==> src/rtl/button_classifier.sv <==
// button_classifier: debounces an active-low push-button and classifies each
// accepted press as short (B_S pulse on release) or long (B_L pulse once the
// hold time elapses). A 2-flop synchronizer feeds a five-state FSM that shares
// one saturating 26-bit counter for debounce, hold and repeat timing.
// Optional feature macro: BTN_AUTO_REPEAT_EN -- while a long press is still
// held, emit a further B_L pulse every REPEAT_CYCLES cycles.
// Handshake: none; B_S and B_L are single-cycle registered pulses with no
// valid/ready pairing, and pressed is a registered level.
module button_classifier #(
  parameter int DEBOUNCE_CYCLES = 1000000,
  parameter int LONG_CYCLES     = 50000000,
  parameter int REPEAT_CYCLES   = 12500000
) (
  input  logic       clk_50MHz,
  input  logic       reset_n,
  input  logic       btn_n,
  input  logic       En,
  output logic       B_S,
  output logic       B_L,
  output logic       pressed,
  output logic [2:0] fsm_state
);

  localparam logic [2:0] IDLE      = 3'd0;
  localparam logic [2:0] DEB_PRESS = 3'd1;
  localparam logic [2:0] HELD      = 3'd2;
  localparam logic [2:0] LONG      = 3'd3;
  localparam logic [2:0] DEB_REL   = 3'd4;

  localparam logic [25:0] CNT_MAX  = '1;
  localparam logic [25:0] DEB_LAST = 26'(DEBOUNCE_CYCLES - 1);
  localparam logic [25:0] LONG_LAST = 26'(LONG_CYCLES - 1);
`ifdef BTN_AUTO_REPEAT_EN
  localparam logic [25:0] REP_LAST = 26'(REPEAT_CYCLES - 1);
`endif

  // Every timing parameter must fit the 26-bit counter and be at least 1.
  if (DEBOUNCE_CYCLES < 1 || DEBOUNCE_CYCLES > 67108864 ||
      LONG_CYCLES < 1 || LONG_CYCLES > 67108864 ||
      REPEAT_CYCLES < 1 || REPEAT_CYCLES > 67108864) begin : g_param_check
    $fatal(1, "button_classifier: timing parameter out of range");
  end

  logic        sync1, btn_s;
  logic [2:0]  state, state_nx;
  logic [25:0] cnt, cnt_nx, cnt_inc;
  logic        short_flag, short_flag_nx;
  logic        pressed_nx, bs_nx, bl_nx;

  assign fsm_state = state;
  assign cnt_inc   = (cnt == CNT_MAX) ? cnt : cnt + 26'd1;

  // Two-flop synchronizer; both stages reset to the released level (1).
  always_ff @(posedge clk_50MHz or negedge reset_n) begin
    if (!reset_n) begin
      sync1 <= 1'b1;
      btn_s <= 1'b1;
    end else begin
      sync1 <= btn_n;
      btn_s <= sync1;
    end
  end

  // Next-state, counter and pulse decode; En low overrides everything.
  always_comb begin
    state_nx      = state;
    cnt_nx        = cnt_inc;
    short_flag_nx = short_flag;
    pressed_nx    = pressed;
    bs_nx         = 1'b0;
    bl_nx         = 1'b0;
    case (state)
      IDLE: begin
        cnt_nx = '0;
        if (!btn_s) state_nx = DEB_PRESS;
      end
      DEB_PRESS: begin
        if (btn_s) begin
          state_nx = IDLE;
        end else if (cnt == DEB_LAST) begin
          state_nx   = HELD;
          pressed_nx = 1'b1;
        end
      end
      HELD: begin
        if (btn_s) begin
          state_nx      = DEB_REL;
          short_flag_nx = 1'b1;
        end else if (cnt == LONG_LAST) begin
          state_nx = LONG;
          bl_nx    = 1'b1;
        end
      end
      LONG: begin
        if (btn_s) begin
          state_nx      = DEB_REL;
          short_flag_nx = 1'b0;
        end
`ifdef BTN_AUTO_REPEAT_EN
        else if (cnt == REP_LAST) begin
          bl_nx  = 1'b1;
          cnt_nx = '0;
        end
`endif
      end
      DEB_REL: begin
        if (!btn_s) begin
          // Release bounce: resume the press; hold time restarts from 0.
          state_nx = short_flag ? HELD : LONG;
        end else if (cnt == DEB_LAST) begin
          state_nx   = IDLE;
          pressed_nx = 1'b0;
          bs_nx      = short_flag;
        end
      end
      default: state_nx = IDLE;
    endcase
    if (state_nx != state) cnt_nx = '0;
    if (!En) begin
      state_nx      = IDLE;
      cnt_nx        = '0;
      short_flag_nx = 1'b0;
      pressed_nx    = 1'b0;
      bs_nx         = 1'b0;
      bl_nx         = 1'b0;
    end
  end

  // FSM state, shared counter and registered outputs.
  always_ff @(posedge clk_50MHz or negedge reset_n) begin
    if (!reset_n) begin
      state      <= IDLE;
      cnt        <= '0;
      short_flag <= 1'b0;
      pressed    <= 1'b0;
      B_S        <= 1'b0;
      B_L        <= 1'b0;
    end else begin
      state      <= state_nx;
      cnt        <= cnt_nx;
      short_flag <= short_flag_nx;
      pressed    <= pressed_nx;
      B_S        <= bs_nx;
      B_L        <= bl_nx;
    end
  end

endmodule

==> config.mk <==
export PLATFORM = sky130hd
export DESIGN_NAME = button_classifier
export DESIGN_NICKNAME = d
export VERILOG_FILES = /design/src/rtl/button_classifier.sv
export SDC_FILE = /design/constraint.sdc
export NUM_CORES = 1
export LEC_CHECK = 0
export CAP_MARGIN = 20
export CORE_MARGIN = 2
export CORE_UTILIZATION = 51
export DETAILED_ROUTE_END_ITERATION = 6
export PLACE_DENSITY = 0.74
export SKIP_CTS_REPAIR_TIMING = 1
export SYNTH_ARGS = -nofsm -noshare
export SYNTH_HDL_FRONTEND = slang
export SYNTH_SLANG_ARGS = --single-unit
==> constraint.sdc <==
create_clock -name clk_50MHz -period 2.25 [get_ports clk_50MHz]
set_input_delay 0.3375 -clock clk_50MHz [delete_from_list [all_inputs] [get_ports clk_50MHz]]
set_output_delay 0.3375 -clock clk_50MHz [all_outputs]
set_load 0.01 [all_outputs]
==> flow_metrics.tcl, run 1 <==
set metrics [dict create \
    status "complete, no violations" \
    path_clk_slew_ns 0.11 \
    postLayoutCellArea_um2 2110 \
    totalNegativeSetupSlack_ns 0 \
    final.hold.worst_slack_ns 0.342 \
    antennaDiodeCount 0 \
    starting_density_of_the_core 0.540 \
    clk_path_buf_depth 2 \
    critical_path.max_fanout 17 \
    unrepaired_setup_endpoints_after_global_routing "false" \
    post_synth.cell_area_avg_um2 9.86 \
    final_core_utilization 0.619 \
    die_height_um 64.1 \
    slowest_delay_ns 0.52 \
    final_critical_path_setup_slack_ns 0.153 \
    num_rows 21 \
    grt_pass1_wl_um 6460 \
    register_to_register_setup_slack_ns 0.15 \
    ys_seq_elements 35 \
    fmax_ghz 0.477 \
    cpMaxStageDelayCell "dfrtp_1" \
    reg2reg_to "cnt[24]" \
    post_synth_main_area_contributors "dfrtp_1 (45%), a21oi_1 (6.2%), xor2_1 (5.7%), xnor2_1 (4.8%), nand2_1 (3.5%)" \
    detail_route.wirelength_um 3750 \
    antenna_left 0 \
    crit_path_end_kind "flip-flop" \
    clock_insertion_delay_worst_skew_ns 0.35 \
    antenna_found_initial 0 \
    final_min_period_over_clock_period 0.932 \
    cts.htree.levels 2 \
    first_pass_iters 4 \
    p_leak_nw 0.830 \
    place.gp.congestion 0.846 \
    grt_usage 0.205 \
    placedInstanceArea_um2 2000 \
    post_route_cells_drive_above_1_share 0.135 \
    cts_inserted_buffers 5 \
    final-hold-violation-count 0 \
    chipWidth_um 64.1 \
    num-fill-cells 273 \
    dominant_cell_type_by_area_after_synthesis "dfrtp_1" \
    multi_input_area_um2 907 \
    r2r-start "cnt[6]" \
    cts_root_buffer "clkbuf_4" \
    worstHoldPathType "reg2reg" \
    crit_type "reg2reg" \
    critPathLaunchType "flip-flop" \
    reg2regPathDepth 6 \
    power_per_cell_area_nw_per_um2 548 \
    maximum_number_of_pins_on_one_net_before_global_route_repair 36 \
    cts.sink_count 35 \
    synth.distinct_cells 38 \
    synth_warnings 0 \
    place.detailed.hpwl_um 2660 \
    routed-via-count 1476 \
    drv_slew 0 \
    register_area_um2 878 \
    worst-endpoint-arrival_ns 2.32 \
    critical_path_depth 6 \
    series_of_cell_instances_along_the_critical_path "or4b_1 > nor4_1 > nand3_1 > a22oi_4 > buf_4 > nor3_1" \
    irDropWorstVdd_mv 0.408 \
    pin_count 10 \
    syn2layout_area_growth_pct 14.7 \
    fp.dieArea_um2 4110 \
    dr_iter_0_viols 76 \
    synth_top_area_share 0.448 \
    tritoncts "built" \
    routed_via_density 5.81 \
    pre_cts_slack_ns 0.113 \
    timing.clock.skew_ns 0.0158 \
    worstMarginPinSlew_ns 0.539 \
    timing.critical_path.to "cnt[24]" \
    synth.yosys.seq_area_share 0.477 \
    total_overflow_reported_by_the_global_router 0 \
    setup_viol 0 \
    min-delay-start "sync1" \
    drv.max_cap_violation_count 0 \
    routed_wl_per_cell_um 14.8 \
    worst-path-buf-inv 1 \
    mostFrequentLayoutCells "dfrtp_1 (33), a21oi_1 (23), nand2_1 (17)" \
    nets_finish 212 \
    maxSlewHeadroom 0.638 \
    final.min_clock_period_ns 2.10 \
    cp_top_family "simple AND/OR/NAND/NOR gates" \
    core_outline_area_um2 3420 \
    grt_pass1_vias 1404 \
    drc_errors 0 \
    mappedNetlistNets 192 \
    worst-endpoint-required_ns 2.48 \
    layout.cells.most_common "dfrtp_1" \
    synthCells 187 \
    post_synth_instance_area_um2 1840 \
    port-buffer-count 9 \
    cp-startpoint "cnt[6]" \
]
==> sequential cells by signal, summed over array words and instances, names as in the netlist <==
signal and cells:
sync1 1, cnt 26, B_L 1, btn_s 1, fsm_state 3, B_S 1
pressed 1, short_flag 1
==> power by group <==
part | switching [W] | internal, W | leakage (nW) | total (W)
Sequential | 0.00000617 | 0.000635 | 0.481 | 0.000641
Clock | 0.000212 | 0.000262 | 0.0482 | 0.000474
Combinational | 0.0000255 | 0.0000172 | 0.301 | 0.0000427
Total | 0.000244 | 0.000915 | 0.830 | 0.00116
==> cell usage after synthesis <==
master     n
dfrtp_1   33
a21oi_1   23
nand2_1   17
nand3_1   12
xor2_1    12
nor2_1    11
nand4_1   10
xnor2_1   10
nor3_1     6
inv_1      5
a31oi_1    4
nor4_1     4
and4_1     3
clkbuf_1   3
and2_1     2
buf_6      2
dfstp_2    2
nand2b_1   2
nand4_2    2
nor4_2     2
nor4b_1    2
o21ai_0    2
or2_2      2
or4_1      2
a211oi_1   1
a21boi_0   1
a22oi_4    1
and3b_1    1
buf_2      1
ha_1       1
mux2i_1    1
nand3b_1   1
nor3b_1    1
nor4_4     1
o21bai_1   1
o22ai_1    1
o31ai_1    1
or4b_1     1
==> routing by layer <==
| metal | routed length, um | part of all wire | GRT usage |
|---|---|---|---|
| met1 | 1700 | 0.45 | 0.267 |
| met2 | 1810 | 0.48 | 0.332 |
| met3 | 170 | 0.045 | 0.0581 |
| met4 | 62 | 0.017 | 0.0638 |
| met5 | 0 | 0 | 0 |
==> metrics by stage <==
step,total power [W],cells
floorplan,0.000668,187
detailed placement,0.000697,243
finish,0.00116,254
global placement,0.000695,243
CTS,0.00117,251
global route,0.00121,254
==> logic make-up after synthesis <==
kind of cell | Yosys count | synth area share
xor gates and xnor gates | 22 | 0.105
adders and majority gates | 1 | 0.00679
DFF | 35 | 0.477
buffers and inverters | 11 | 0.0312
and+or+nand+nor | 82 | 0.263
AOI/OAI and AO/OA | 35 | 0.113
muxes | 1 | 0.00543
==> how the worst min path moves through the flow <==
stage          slack (ns)     to  cells past startpoint
6_report             0.34  btn_s                      0
5_1_grt              0.35  btn_s                      0
4_1_cts              0.35  btn_s                      0
3_5_place_dp         0.35  btn_s                      0
3_3_place_gp         0.35  btn_s                      0
2_1_floorplan        0.04    B_L                      0
==> cell type report <==
type	instances	share of cell area
timing repair buffer	19	0.0782
tap	46	0.0272
sequential	35	0.416
multi-input combinational	141	0.429
clock inverter	2	0.0166
clock buffer	6	0.0243
inverter	5	0.00888
Note: power is estimated with default switching activity, not from simulation.
==> run 2, diff against run 1 <==
--- a/config.mk
+++ b/config.mk
@@ -8,6 +8,7 @@
 export CAP_MARGIN = 20
 export CORE_MARGIN = 2
 export CORE_UTILIZATION = 51
+export CTS_CLUSTER_DIAMETER = 200
 export DETAILED_ROUTE_END_ITERATION = 6
 export PLACE_DENSITY = 0.74
 export SKIP_CTS_REPAIR_TIMING = 1
==> results of run 2 <==
No change in the layout: final DEF, timing and power equal those of run 1.
==> patch, RTL diff (config.mk and constraints of run 2) <==
Reset style: synchronous (`reset_n`), changed in 2 clocked blocks.
--- a/src/rtl/button_classifier.sv
+++ b/src/rtl/button_classifier.sv
@@ -53,3 +53,3 @@
   // Two-flop synchronizer; both stages reset to the released level (1).
-  always_ff @(posedge clk_50MHz or negedge reset_n) begin
+  always_ff @(posedge clk_50MHz) begin
     if (!reset_n) begin
@@ -129,3 +129,3 @@
   // FSM state, shared counter and registered outputs.
-  always_ff @(posedge clk_50MHz or negedge reset_n) begin
+  always_ff @(posedge clk_50MHz) begin
     if (!reset_n) begin
Check against the original RTL: differs if reset_n is asserted again (counterexample within 4 cycles, from zero or initial values and one cycle with reset_n low); with reset_n held inactive, the same outputs for 10 cycles.
==> patch against run 2 <==
Via count up 0.20%; cell area is 3.8% lower; power decreased by 16%; clock power down 31%; first-iteration DRC count decreased by 38%; synthesized cell count grew 8.6%; area after synthesis down 5.8%; core utilization decreased by 0.49 points; worst setup slack got worse by 0.095 ns; sequential cell count stayed put; routed wire length fell by 5.7%; non-clock buffer count is 6 higher; critical path type unchanged; critical endpoint is now cnt[20]$_SDFFE_PP0P_.
==> patch: results (changes against run 2) <==
| Metric | Value |
|---|---|
| Status | `finished, final reports clean` |
| Initial antenna violation count | `0 (unchanged)` |
| Hold endpoint | `btn_s$_SDFF_PN1_` |
| Global-route wire length before repair | `5816 um (-9.9%)` |
| Nets | `233 (+9.9%)` |
| H-tree depth | `2 (unchanged)` |
| HPWL after DPL | `2515 um (-5.5%)` |
| Total CTS buffers | `5 (unchanged)` |
| Number of flip-flops in the largest register | `26 (unchanged)` |
| Drt initial violations | `47 (-38%)` |
| Hold Path Class | `register to register` |
| Largest Register | `cnt` |
| Reg-to-reg endpoint | `cnt[20]$_SDFFE_PP0P_` |
| Reg2reg path depth | `7 (+1)` |
| Top post-synthesis cells by area | `dfxtp_1 40%, xor2_1 11%, nor2_1 7.4%` |
| Critical path's top delay family | `simple AND/OR/NAND/NOR gates` |
| Gpl congestion | `0.8882 (+5.0%)` |
| Routed wire length | `3535 um (-5.7%)` |
| Post-synthesis adder-cell area fraction | `0.7210% (+0.042 points)` |
| Final antenna diode count | `0 (unchanged)` |
| FF-to-FF Start | `cnt[24]$_SDFFE_PP0P_` |
| Synth Area in XOR/XNOR | `12.11% (+1.7 points)` |
| Critical path's slowest cell | `or4_4` |
| Largest net degree at the start of global routing | `20 (-44%)` |
| Top FF cell, synth | `dfxtp_1` |
| Leakage | `0.7128 nW (-14%)` |
| Share of cells above drive strength 1 | `13.97% (+0.51 points)` |
| Crit path max fanout | `7 (-10)` |
| Register area share after synthesis | `40.37% (-7.3 points)` |
| CTS clk-pin slew, worst paths | `0.11 ns (about the same)` |
| Clock root cell | `clkbuf_4` |
| Mux contribution to synthesized area | `0.5768% (+0.034 points)` |
| Placed inst area | `0.001942 sq mm (-3.1%)` |
| Maximum VDD drop | `0.2844 mV (-30%)` |
| Drc violations | `0 (unchanged)` |
| Worst Path Arrival | `2.41 ns (+0.09 ns)` |
| FF-to-FF setup slack | `0.06 ns (-0.10 ns)` |
| Fraction of registers with async set/reset | `0% (-100 points)` |
| Routed length per instance | `12.85 um (-13%)` |
| Post-place setup slack | `0.1099 ns (-0.003520 ns)` |
| Crit-path max cell delay | `0.54 ns (+0.02 ns)` |
| Worst Hold Launch | `sync1$_SDFF_PN1_` |
| Synth Area in Compound Gates | `7.642% (-3.6 points)` |
| Avg Cell Area, Syn | `8.549 sq um (-13%)` |
| Clock tree buffer depth | `2 (unchanged)` |
| Via density | `5.378 (-7.4%)` |
| Vias in the first global route | `1345 (-4.2%)` |
| Hold slack final | `0.4186 ns (+0.07613 ns)` |
| Relative slew slack | `78.81% (+15 points)` |
| Maximum clock frequency | `456.1 MHz (-4.4%)` |
| Most frequent cells after synthesis | `35 x dfxtp_1, 34 x nor2_1, 21 x xor2_1` |
| Synth Net Count | `208 (+8.3%)` |
| Total GRT Usage | `18.86% (-1.6 points)` |
| Worst Skew | `0.01375 ns (-0.002076 ns)` |
| Hold depth | `1 (+1)` |
| Number of core rows | `21 (unchanged)` |
| PortBufs | `9 (unchanged)` |
| Cells after DPL | `266 (+9.5%)` |
| Count of cell types in the netlist | `39 (+2.6%)` |
| Yosys warnings | `0 (unchanged)` |
patch: changes by cell type after synthesis, sizes merged, moves of 2 or more:
cell	delta
a21oi	-16
and2	+2
and3	+7
dfrtp	-33
dfstp	-2
dfxtp	+35
inv	-3
nand3	-2
nor2	+23
nor4	-2
xnor2	-7
xor2	+9
patch: area by class of cell:
cell class	count	area (sq um)
Clock buffer	7	45.04
Fill cell	321	1279
Inverter	2	7.507
Multi-Input combinational cell	159	974.7
Tap cell	46	57.56
Clock inverter	1	5.005
Timing Repair Buffer	25	240.2
Sequential cell	35	701.9
patch: routing by layer:
layer,GRT usage (%),wire length [um],share of wire (%)
met5,0,0,0
met4,9.444,76,2.1
met3,5.978,139,3.9
met2,29.08,1638,46
met1,23.83,1681,48
patch: power breakdown:
group	switching, mW	total [mW]	internal (mW)
registers	0.00245	0.624	0.621
clock network	0.207	0.329	0.122
logic	0.0105	0.0222	0.0117
